**src/rtl/jt12_timer_bank.sv**
```systemverilog
// jt12_timer_bank
//   Bank of NTIMERS up-counting FM timers (YM2612/YM3438 timer A/B style)
//   sharing a single clock enable. Every channel has its own prescaler,
//   reload value, run/stop control, periodic/one-shot mode, sticky flag and
//   IRQ mask. The bank drives the CPU interrupt line and the CSM key-on
//   request.
//
// Optional feature macro: JT12_TIMER_CSM_EN
//   defined   : csm_keyon pulses together with overflow[0] while csm_mode=1
//   undefined : csm_keyon is tied low and csm_mode is ignored
//
// Ports
//   clk          system clock
//   rst          asynchronous active-high reset
//   clk_en       clock enable; counting only advances when high
//   start_value  channel i reload value at [i*CW +: CW]
//   prescale     channel i prescaler at [i*PW +: PW]; counter steps every
//                prescale+1 enabled cycles
//   load         1 = channel running, 0 = stopped and preloaded
//   oneshot      1 = freeze after first overflow until load is cycled
//   clr_flag     sticky flag clear (level, wins over a same-cycle set)
//   enable_irq   per-channel IRQ mask
//   csm_mode     CSM enable for channel 0
//   flag         sticky overflow flags
//   overflow     one-clk overflow pulses (registered)
//   irq_n        registered ~|(flag & enable_irq)
//   csm_keyon    one-clk CSM key-on pulse
//
// Handshake: there is no valid/ready traffic here; load is a plain level,
// clr_flag a plain level, and all outputs are registered single-clock
// pulses or levels.

module jt12_timer_bank #(
    parameter int NTIMERS = 2,
    parameter int CW      = 10,
    parameter int PW      = 9
) (
    input  logic                    clk,
    input  logic                    rst,
    input  logic                    clk_en,
    input  logic [NTIMERS*CW-1:0]   start_value,
    input  logic [NTIMERS*PW-1:0]   prescale,
    input  logic [NTIMERS-1:0]      load,
    input  logic [NTIMERS-1:0]      oneshot,
    input  logic [NTIMERS-1:0]      clr_flag,
    input  logic [NTIMERS-1:0]      enable_irq,
    input  logic                    csm_mode,
    output logic [NTIMERS-1:0]      flag,
    output logic [NTIMERS-1:0]      overflow,
    output logic                    irq_n,
    output logic                    csm_keyon
);

    logic [CW-1:0]      cnt   [NTIMERS];
    logic [PW-1:0]      presc [NTIMERS];
    logic [NTIMERS-1:0] done;
    // Previous load level: the first cycle load is seen high still preloads,
    // so counting begins on the following enabled cycle.
    logic [NTIMERS-1:0] load_q;
    logic [NTIMERS-1:0] step;
    logic [NTIMERS-1:0] ovf_evt;

    // A step happens when the prescaler has reached its terminal value.
    // ">=" keeps the channel sane if prescale is lowered below the running
    // prescaler value (it steps immediately instead of wrapping through 2^PW).
    always_comb begin
        step    = '0;
        ovf_evt = '0;
        for (int i = 0; i < NTIMERS; i++) begin
            step[i]    = clk_en & load[i] & load_q[i] & ~done[i] &
                         (presc[i] >= prescale[i*PW +: PW]);
            ovf_evt[i] = step[i] & (&cnt[i]);
        end
    end

    always_ff @(posedge clk or posedge rst) begin
        if (rst) begin
            for (int i = 0; i < NTIMERS; i++) begin
                cnt[i]   <= '0;
                presc[i] <= '0;
            end
            done     <= '0;
            load_q   <= '0;
            flag     <= '0;
            overflow <= '0;
            irq_n    <= 1'b1;
        end else begin
            load_q   <= load;
            overflow <= ovf_evt;
            // Uses the flag value before this edge: irq_n trails flag by one clk.
            irq_n    <= ~|(flag & enable_irq);
            for (int i = 0; i < NTIMERS; i++) begin
                if (!load[i] || !load_q[i]) begin
                    cnt[i]   <= start_value[i*CW +: CW];
                    presc[i] <= '0;
                    done[i]  <= 1'b0;
                end else if (clk_en && !done[i]) begin
                    if (step[i]) begin
                        presc[i] <= '0;
                        if (ovf_evt[i]) begin
                            cnt[i] <= start_value[i*CW +: CW];
                            if (oneshot[i])
                                done[i] <= 1'b1;
                        end else begin
                            cnt[i] <= cnt[i] + 1'b1;
                        end
                    end else begin
                        presc[i] <= presc[i] + 1'b1;
                    end
                end
                // Flag follows the registered pulse; a clear in the same cycle wins.
                if (clr_flag[i])
                    flag[i] <= 1'b0;
                else if (overflow[i])
                    flag[i] <= 1'b1;
            end
        end
    end

`ifdef JT12_TIMER_CSM_EN
    always_ff @(posedge clk or posedge rst) begin
        if (rst)
            csm_keyon <= 1'b0;
        else
            csm_keyon <= ovf_evt[0] & csm_mode;
    end
`else
    logic unused_csm_mode;
    assign unused_csm_mode = csm_mode;
    assign csm_keyon       = 1'b0;
`endif

endmodule

```
**config.mk**
```make
export PLATFORM = sky130hd
export DESIGN_NAME = jt12_timer_bank
export DESIGN_NICKNAME = d
export VERILOG_FILES = /design/src/rtl/jt12_timer_bank.sv
export SDC_FILE = /design/constraint.sdc
export NUM_CORES = 1
export LEC_CHECK = 0
export CAP_MARGIN = 10
export CORE_ASPECT_RATIO = 1.5
export CORE_MARGIN = 3
export CORE_UTILIZATION = 45
export CTS_CLUSTER_DIAMETER = 150
export CTS_CLUSTER_SIZE = 30
export DETAILED_ROUTE_END_ITERATION = 10
export PLACE_DENSITY = 0.78
export SETUP_SLACK_MARGIN = 0.1
export SYNTH_ARGS = -nofsm -noshare
export SYNTH_HDL_FRONTEND = slang
export SYNTH_SLANG_ARGS = --single-unit
```
**constraint.sdc**
```tcl
create_clock -name clk -period 3.9 [get_ports clk]
set_input_delay 0.975 -clock clk [delete_from_list [all_inputs] [get_ports clk]]
set_output_delay 0.975 -clock clk [all_outputs]
set_load 0.005 [all_outputs]
```
Word level (Yosys, flattened, before mapping)

Index checks and enable logic that the tools add are counted.

$lt $le $gt $ge: 2
Bitwise gates (word level): 13
Reduce and logical (&&, ||, !) cells: 28
Multiplexer cells: 28
$add $sub $neg: 4

Operators by type and width:

| operator                                       | count |
|---|---|
| 2-to-1 mux 10 bit                              | 8 |
| 2-to-1 mux 9 bit                               | 6 |
| adder 10 x 1 -> 10 bit (second input constant) | 2 |
| AND reduction 10 bit                           | 2 |
| nonzero test 2 bit                             | 10 |
| adder 9 x 1 -> 9 bit (second input constant)   | 2 |
| >= comparator 9 bit                            | 2 |
| 2-to-1 mux 1 bit                               | 14 |
| bitwise AND 1 bit                              | 10 |
| AND reduction 4 bit                            | 2 |
| zero test 1 bit                                | 7 |
| AND reduction 2 bit                            | 2 |
| bitwise AND 2 bit                              | 1 |
| logical AND 1 bit                              | 2 |
| logical OR 1 bit                               | 2 |
| NOT 1 bit                                      | 2 |
| OR reduction 2 bit                             | 1 |

Output and inout bits: 6
Bits in registers: 47
Logic and storage cells: 86
Input port bits: 50

Depth between registers and ports, before layout

Gate-level depths: netlist (run 1).

Depth after elaboration: 9
Gate-level depth with buffers: 9
Depth with buffers taken out: 8

Worst setup path after synthesis (run 1)

OpenSTA, ideal clock, no wires.

Path kind: in2reg
Start point: input port prescale[17]
End point: register cnt[0] (netlist name)
Path slack: 1240 ps
Setup time: 126 ps
Data arrival time: 2534 ps
Path buffers: 0
Stages: 8
Required time: 3774 ps
Path through: inv_1 ha_1 and4_1 and3_4 a211o_1 o21ai_2 nor3_1 a221o_1

Word-level cells in the longest chain between the ends: 7
Elaborated cells on any way between the ends: 9
Classes of those cells: order compare (1); mux (4); bitwise (2); reduce/logical (2)

RTL lines:

| what                           | line | text |
|---|---|---|
| start: declaration             | 42   | `input logic [NTIMERS*PW-1:0] prescale,` |
| >= comparator 9 bit (*)        | 71   | `(presc[i] >= prescale[i*PW +: PW]);` |
| bitwise AND 1 bit (*)          | 70   | `step[i] = clk_en & load[i] & load_q[i] & ~done[i] &` |
| bitwise AND 1 bit              | 72   | `ovf_evt[i] = step[i] & (&cnt[i]);` |
| 2-to-1 mux 10 bit              | 100  | `if (ovf_evt[i]) begin` |
| 2-to-1 mux 10 bit              | 98   | `if (step[i]) begin` |
| 2-to-1 mux 10 bit              | 97   | `end else if (clk_en && !done[i]) begin` |
| 2-to-1 mux 10 bit              | 93   | `if (!load[i] \|\| !load_q[i]) begin` |
| end signal: indexed assignment | 94   | `cnt[i] <= start_value[i*CW +: CW];` |
| end signal: indexed assignment | 101  | `cnt[i] <= start_value[i*CW +: CW];` |
| end signal: indexed assignment | 105  | `cnt[i] <= cnt[i] + 1'b1;` |
| end: declaration               | 54   | `logic [CW-1:0] cnt [NTIMERS];` |

Mark *: on every way between the ends. The rest lies on a longest branch, timed or not. The select of a mux whose other input is x is not followed.
A chain may end at the register's enable or synchronous reset.

Worst setup path after layout (run 1)

Start point: input port prescale[8]
End point: register cnt[19] (netlist name)

Same word-level chain as after synthesis.

==> results.toml, run 1 <==
[status]
outcome = "finished clean"

[synth]
synth_top_area_share_pct = 38.59
async_flop_share_pct = 100.0
yosysWarningCount = 0
ys_seq_area_share_pct = 39.47
syn_area_per_cell_um2 = 8.878
synthCells = 336
yosysTopAreaCell = "dfrtp_1"
synthTopCellsByCount = "46 x dfrtp_1, 34 x nor2_1, 28 x a21oi_1"
synth-seq-cells = 47
synth_edf_count = 0
synth.distinct_cells = 52
synth_nets = 408
netlist_area_um2 = 2983
synth.area.top_cells = "dfrtp_1 39%, ha_1 9.2%, a21oi_1 4.7%"
synth_most_common_cell = "dfrtp_1"
synth_top_flop_cell = "dfrtp_1"

[final_layout]
fillers = 571
regArea_um2 = 1177
diodes = 0
final_util_pct = 58.13
syn_to_final_growth_pct = 22.90
multi_input_area_um2 = 1674
final_nets = 460
layout-drive-gt1-share_pct = 5.141
fin_cells = 463

[setup_path]
crit_fanout = 9
worstPathArrival_ns = 3.28
start_kind = "primary input"
cp-end-kind = "flip-flop"
crit_required_ns = 4.08
critical_path_class = "primary input to flip-flop"

[global_routing]
grt_pass1_wl_um = 11340
grt_usage_pct = 18.25
grt_pass1_vias = 2697
antenna_found_initial = 0
grt_max_degree = 48
overflow = 0

[clocking]
cts_made_buffers = 5
clockBufferDepth = 2
tritoncts = "built"
cts-resized-gates = 0
clkTransAtPathRegs_ns = 0.10
cts.sinks = 47
insertion_delay_ns = 0.30
cts_setup_buffers = 0
h-tree-depth = 2
holdBufCountCts = 0
cts-root-buf = "clkbuf_8"

[drt]
met3_length_um = 296
drt-initial-drc-count = 182
routedWlPerCell_um = 14.44
num_vias = 2703
met2WireLength_um = 3545
drt-total-wl_um = 6685
avgViaCountPerCell = 5.838
wl_met1_um = 2744
topRoutingLayerUsed = "met4"
drc = 0
ant_nets = 0
firstDrtPassIters = 5

[placement]
gp_congestion = 0.9110
dp_hpwl_um = 5128
port_buffers = 53
post-place-cells = 455
place_worst_setup_slack_ns = 0.4999

[floorplan]
fp.dieH_um = 105.7
die_w_um = 72.48
dieArea_um2 = 7662
rows = 35
core_um2 = 6306
ios = 56
initial_core_util_pct = 47.30

[timing]
rsz0062_at_grt = "false"
slew_headroom_pct = 35.50
worst_clock_skew_ns = 0.007829
layout_min_cycle_time_ns = 3.092
finalSetupViolations = 0
clock.fmax_mhz = 323.5
worst_pin_slew_ns = 0.9661
tns_ns = 0
hold_violations = 0
finalWorstSetupSlack_ns = 0.8085
timing.final.crit_share_pct = 79.27
slew_viol_final = 0

[power]
power_per_cell_area_nw_per_um2 = 273.6
vdd_ir_drop_max_mv = 0.2215
p_int_mw = 0.7205
switching_share_pct = 28.17
combPwrFrac_pct = 16.0
total_leakage_power_nw = 1.570
clockPowerShare_pct = 30.5
pwr-share-seq_pct = 53.5
power_switching_mw = 0.2826

[hold_path]
hold_class = "flip-flop to flip-flop"

[job]
maxCapViolCount = 0
-- power groups by stage --
stage               sequential, mW  combinational, mW  clock (mW)
CTS                          0.535              0.162       0.318
global placement             0.544              0.158           0
global route                 0.540              0.181       0.335
detailed placement           0.545              0.162           0
finish                       0.536              0.160       0.306
floorplan                    0.538             0.0923           0
-- kinds of logic after synthesis --
| logic type | synth area share [%] |
|---|---|
| compound gates | 18.67 |
| xor+xnor | 4.111 |
| fa+ha+maj | 9.228 |
| buf+inv | 4.404 |
| flops | 39.47 |
| mux | 1.678 |
| other cells | 0.1257 |
| simple gates | 22.32 |
-- final cells by class --
type,instances,area share [%]
Multi-Input combinational cell,256,45.67
Sequential cell,47,32.12
Timing Repair Buffer,54,14.68
Tap cell,74,2.526
Inverter,24,2.457
Clock buffer,5,1.877
Clock inverter,3,0.6826
-- metal layers --
metal | vias up | track usage, %
met2 | 86 | 32.27
met4 | 0 | 8.047
li1 | 1319 | -
met5 | - | 0
met3 | 12 | 2.672
met1 | 1286 | 21.27
-- critical path: stages --
cell             delay [ns]
clkdlybuf4s50_1        0.45
inv_1                  0.04
ha_1                   0.32
nand4_2                0.16
nor2_1                 0.18
a211oi_1               0.10
buf_4                  0.16
o21ai_1                0.59
o21ai_1                0.14
o2bb2ai_1              0.15
-- flip-flops by register name, indices dropped and copies added, names as in the netlist --
| signal | count |
|---|---|
| load_q | 2 |
| presc | 18 |
| overflow | 2 |
| done | 2 |
| irq_n | 1 |
| cnt | 20 |
| flag | 2 |
-- stage by stage --
stage | power [mW] | instance area, µm² | hold slack, ns
floorplan | 0.6303 | 2983 | 0.4374
global placement | 0.7016 | 3572 | 0.4372
detailed placement | 0.7068 | 3572 | 0.4430
CTS | 1.016 | 3666 | 0.4599
global route | 1.056 | 3666 | 0.4912
finish | 1.003 | 3666 | 0.4569
-- layout by cell type (no fill, tap or decap), types with 3 or more instances in the layout --
cell type         n
nor3_1            8
o21ai_2           3
and2_1            4
and3_1            6
a21oi_1          28
nor2_1           34
or3_1             3
clkdlybuf4s50_1  53
clkbuf_8          5
nor2b_1           5
mux2i_1           5
xnor2_1           3
and4_1            5
inv_1            23
dfrtp_1          46
xor2_1           11
o2bb2ai_1         3
ha_1             22
a31oi_1           3
nand2_1          24
o21ai_0          13
nand4_1           7
a211oi_1          4
nand3_1          21
o31ai_1           4
o211ai_1          3
o21ai_1           8
-- worst paths after layout --
check | to | startpoint | slack, ns | depth (start not counted)
setup / recovery | cnt[19] | prescale[8] | 0.81 | 10
hold / removal | irq_n | flag[1] | 0.46 | 1
setup reg to reg | cnt[19] | presc[16] | 1.56 | 8
hold reg to reg | irq_n | flag[1] | 0.46 | 1
max in group asynchronous | cnt[7] | rst | 2.08 | 2
min in group asynchronous | presc[8] | rst | 1.21 | 2
Power figures use the tool's default switching activity.
==> inputs of run 2 (changes only) <==
clock period = 2.96 ns   (was 3.9 ns; I/O delays follow)
==> run 2 against run 1 <==
  * Critical path depth fell by 1
  * Cell count rose by 3.9%
  * Via count rose by 1.6%
  * Combinational power rose by 41%
  * Global-route usage rose by 0.89 points
  * Non-clock buffer count rose by 18
  * First-iteration DRC count fell by 7.7%
  * Die area did not move
  * Utilization rose by 2.5 points
  * Flip-flop and latch count did not move
  * Clock skew rose by 0.0051 ns
  * Routed wire length rose by 6.9%
  * Highest routed layer unchanged
==> results.toml, run 2 (synthesis results as in run 1) <==
[timing]
hold_slack_ns = 0.4546
timing.final.crit_share_pct = 92.65
hold_violations = 0
worst_pin_slew_ns = 0.5199
clock.fmax_mhz = 364.6
worst_clock_skew_ns = 0.01295
layout_min_cycle_time_ns = 2.743
slew_headroom_pct = 65.25
slew_viol_final = 0
finalWorstSetupSlack_ns = 0.2174
rsz0062_at_grt = "false"
finalSetupViolations = 0

[status]
outcome = "finished clean"

[drt]
drt-total-wl_um = 7145
ant_nets = 0
avgViaCountPerCell = 5.707
num_vias = 2745
routedWlPerCell_um = 14.85
drt-initial-drc-count = 168
firstDrtPassIters = 4
drc = 0

[setup_path]
r2r-end = "cnt[7]"
max_stage_delay_ns = 0.45
path_cells = "clkdlybuf4s50_1 > inv_1 > ha_1 > and4_1 > and3_4 > a211o_4 > a21oi_4 > mux2i_1 > o2bb2ai_1"
crit_path_top_delay_cell = "clkdlybuf4s50_1"
crit_fanout = 6
cp-end-kind = "flip-flop"
start_kind = "primary input"
crit_required_ns = 3.14
worst-r2r-cell-count = 7
worstPathArrival_ns = 2.92
critical_path_class = "primary input to flip-flop"
cp-startpoint = "prescale[17]"
reg2reg_slack_ns = 0.74
rr_startpoint = "presc[6]"
endpoint = "cnt[7]"

[clocking]
cts-root-buf = "clkbuf_8"
insertion_delay_ns = 0.30
h-tree-depth = 2
clockBufferDepth = 2
tritoncts = "built"
cts.sinks = 47
clkTransAtPathRegs_ns = 0.09
cts_made_buffers = 5
holdBufCountCts = 0

[final_layout]
largest_reg_flops = 20
layout_commonest_cell = "clkdlybuf4s50_1"
final_area_um2 = 3824
final_nets = 478
top_register = "cnt"
final_cell_mix = "53 x clkdlybuf4s50_1, 46 x dfrtp_1, 34 x nor2_1"
layout-drive-gt1-share_pct = 9.828
diodes = 0
syn_to_final_growth_pct = 28.19
final_util_pct = 60.63
reg_top3 = "cnt x20, presc x18"

[floorplan]
ios = 56
core_um2 = 6306
fp.dieH_um = 105.7
dieArea_um2 = 7662
rows = 35
die_w_um = 72.48
initial_core_util_pct = 47.30

[global_routing]
grt_pass1_vias = 2754
grt_max_degree = 18
antenna_found_initial = 0
grt_pass1_wl_um = 11900
overflow = 0
grt_usage_pct = 19.13

[power]
vdd_ir_drop_max_mv = 0.2857
power_per_cell_area_nw_per_um2 = 357.0
total_leakage_power_nw = 1.667
power_mw = 1.365

[job]
maxCapViolCount = 0

[placement]
place_worst_setup_slack_ns = -0.1512
port_buffers = 53
gp_congestion = 0.9642
dp_hpwl_um = 5648
placed_area_um2 = 3692

[hold_path]
hold_class = "flip-flop to flip-flop"
==> run 2: cell types whose count changed in the layout (fill, tap and decap cells not counted) <==
cell      before  now
a211o_4        0    1
clkinv_4       2    0
o21bai_2       0    1
o21bai_1       1    0
a211o_1        2    1
buf_4          1   19
clkbuf_8       5    7
==> run 2: worst max-delay path: cells and delay by family <==
kind            cells  cell delay (ns)
mux                 1             0.24
buf+inv             2             0.49
compound gates      3             0.74
fa+ha+maj           1             0.29
simple gates        2             0.42
==> run 2: repair_timing <==
action | CTS | global route
resized for setup | 0 | 2
setup buffers | 0 | 2
endpoints found under the setup margin | 0 | 4
==> run 2: cell type report <==
cell class	count	area, µm²
fillers	566	2482
multi-input cells	256	1687
flip-flops and latches	47	1177
repair buffers	72	673.1
clock buffers	7	96.34
well taps	74	92.59
inverters	24	90.09
clock inverters	1	7.507
==> run 2: stage by stage <==
stage               TNS, ns  std cells
finish                    0        481
CTS                       0        479
global route              0        481
detailed placement   -1.223        471
floorplan                 0        336
global placement    -0.2199        471
==> run 2: how the worst min path moves through the flow <==
stage                  from    end  slack (ns)  cells past startpoint
detailed placement  flag[1]  irq_n        0.45                      1
floorplan           flag[1]  irq_n        0.44                      1
CTS                 flag[1]  irq_n        0.46                      1
global placement    flag[1]  irq_n        0.44                      1
finish              flag[1]  irq_n        0.45                      1
global route        flag[1]  irq_n        0.47                      1
==> run 2: where the power goes <==
group / leakage, nW / switching [mW] / internal [mW]
clock network: 0.0505 / 0.220 / 0.213
registers: 0.604 / 0.0348 / 0.672
logic: 1.01 / 0.107 / 0.118
total: 1.67 / 0.362 / 1.00
==> run 2: per-layer routing <==
| metal | vias up | wire length (µm) | share of wire (%) | track usage (%) |
|---|---|---|---|---|
| met4 | 0 | 161 | 2.3 | 6.860 |
| li1 | 1347 | - | - | - |
| met1 | 1313 | 2890 | 40 | 21.79 |
| met2 | 71 | 3802 | 53 | 35.59 |
| met3 | 14 | 290 | 4.1 | 2.195 |
| met5 | - | 0 | 0 | 0 |
==> inputs of run 3 (changes only) <==
CORE_MARGIN = default   (was 3)
==> run 3 against run 2 <==
  * Clock-buffer cell count down 1
  * Sequential power about the same
  * Die area down 9.1%
  * Worst setup slack worse by 0.029 ns
  * Utilization down 0.83 points
  * Power up 10%
  * Via count down 0.66%
  * Flip-flop and latch count unchanged
  * Cell area up 0.75%
==> results.toml, run 3 (synthesis results as in run 1) <==
[setup_path]
critPathTopFamily = "compound AO/OA/AOI/OAI gates"
crit_required_ns = 3.13
path_buf_inv = 2
critical_path_class = "primary input to flip-flop"
crit_path_top_delay_cell = "clkdlybuf4s50_1"
max_stage_delay_ns = 0.46
worstPathArrival_ns = 2.94
crit_fanout = 6
cp-end-kind = "flip-flop"
start_kind = "primary input"
path_cells = "clkdlybuf4s50_1 > inv_1 > ha_1 > and4_1 > and3_4 > a211o_4 > a21oi_4 > mux2i_1 > a21oi_1"

[floorplan]
ios = 56
core_um2 = 6441
die_w_um = 68.48
fp.dieH_um = 101.7
initial_core_util_pct = 46.31
rows = 36
dieArea_um2 = 6965

[clocking]
cts-root-buf = "clkbuf_8"
h-tree-depth = 2
holdBufCountCts = 0
cts_made_buffers = 5
clkTransAtPathRegs_ns = 0.09
clockBufferDepth = 2
cts-resized-gates = 0
insertion_delay_ns = 0.31
cts_setup_buffers = 0
cts.sinks = 47
tritoncts = "built"

[final_layout]
syn_to_final_growth_pct = 29.15
diodes = 0
final_cell_mix = "53 x clkdlybuf4s50_1, 46 x dfrtp_1, 34 x nor2_1"
top_register = "cnt"
layout-drive-gt1-share_pct = 9.606
fillers = 548
largest_reg_flops = 20
final_nets = 477
layout_commonest_cell = "clkdlybuf4s50_1"
reg_top3 = "cnt x20, presc x18"

[drt]
met2WireLength_um = 4067
ant_nets = 0
drt-initial-drc-count = 112
num_vias = 2727
wl_met1_um = 2934
firstDrtPassIters = 4
routedWlPerCell_um = 15.10
drc = 0
met3_length_um = 208
topRoutingLayerUsed = "met4"
avgViaCountPerCell = 5.658
drt-total-wl_um = 7277

[timing]
rsz0062_at_grt = "false"
worst_pin_slew_ns = 0.5903
clock.fmax_mhz = 360.8
slew_viol_final = 0
finalSetupViolations = 0
slew_headroom_pct = 60.65
hold_violations = 0
worst_clock_skew_ns = 0.01263
tns_ns = 0
timing.final.crit_share_pct = 93.64
layout_min_cycle_time_ns = 2.772
hold_slack_ns = 0.4539

[placement]
dp_hpwl_um = 5472
gp_congestion = 0.8564
port_buffers = 53

[global_routing]
grt_pass1_vias = 2773
grt_usage_pct = 22.35
grt_max_degree = 48
grt_pass1_wl_um = 11790
overflow = 0
antenna_found_initial = 0

[hold_path]
hold_class = "flip-flop to flip-flop"

[power]
total_leakage_power_nw = 1.679
vdd_ir_drop_max_mv = 0.2761
power_per_cell_area_nw_per_um2 = 390.0

[job]
maxCapViolCount = 0

[status]
outcome = "finished clean"
run 3: worst paths after layout:
| check | end | slack (ns) | start | cells after the start |
|---|---|---|---|---|
| hold reg to reg | irq_n | 0.45 | flag[1] | 1 |
| setup reg to reg | cnt[9] | 0.69 | presc[6] | 7 |
| setup / recovery | cnt[9] | 0.19 | prescale[17] | 9 |
| min in group asynchronous | cnt[0] | 0.89 | rst | 3 |
| max in group asynchronous | cnt[11] | 1.65 | rst | 3 |
| hold / removal | irq_n | 0.45 | flag[1] | 1 |
run 3: final cells by class:
type | count | area (µm²) | share of cell area (%)
well taps | 76 | 95.09 | 2.468
flip-flops and latches | 47 | 1177 | 30.56
multi-input cells | 256 | 1692 | 43.91
clock buffers | 6 | 72.57 | 1.884
inverters | 24 | 90.09 | 2.338
clock inverters | 2 | 60.06 | 1.559
repair buffers | 71 | 665.6 | 17.28
run 3: through the flow:
| step | area (µm²) | setup WS (ns) | utilization [%] | power, mW | std cells |
|---|---|---|---|---|---|
| after CTS | 3835 | 0.1788 | 59.54 | 1.508 | 482 |
| after detailed placement | 3702 | -0.1472 | 57.48 | 0.9474 | 474 |
| after global placement | 3702 | -0.04676 | 57.48 | 0.9383 | 474 |
| after global routing | 3852 | 0.09041 | 59.81 | 1.562 | 482 |
| final | 3852 | 0.1883 | 59.81 | 1.502 | 482 |
| after floorplan | 2983 | 0.5351 | - | 0.8305 | 336 |
run 3: worst reg2reg max path, cell delays in order (launching register included):
cell     delay [ns]
dfrtp_1        0.44
ha_1           0.32
and4_1         0.21
and3_4         0.21
a211o_4        0.36
a21oi_4        0.27
mux2i_1        0.24
a21oi_1        0.09
run 3: report_power, final:
part	leakage, nW	internal (mW)	switching [mW]	total [mW]
Clock	0.0654	0.338	0.228	0.566
Sequential	0.604	0.672	0.0352	0.707
Combinational	1.01	0.119	0.110	0.229
Total	1.68	1.13	0.373	1.50
run 3: layer usage:
metal / track usage, % / vias up
li1: - / 1350
met1: 24.29 / 1312
met2: 42.76 / 59
met3: 3.153 / 6
met4: 6.571 / 0
met5: 0 / -
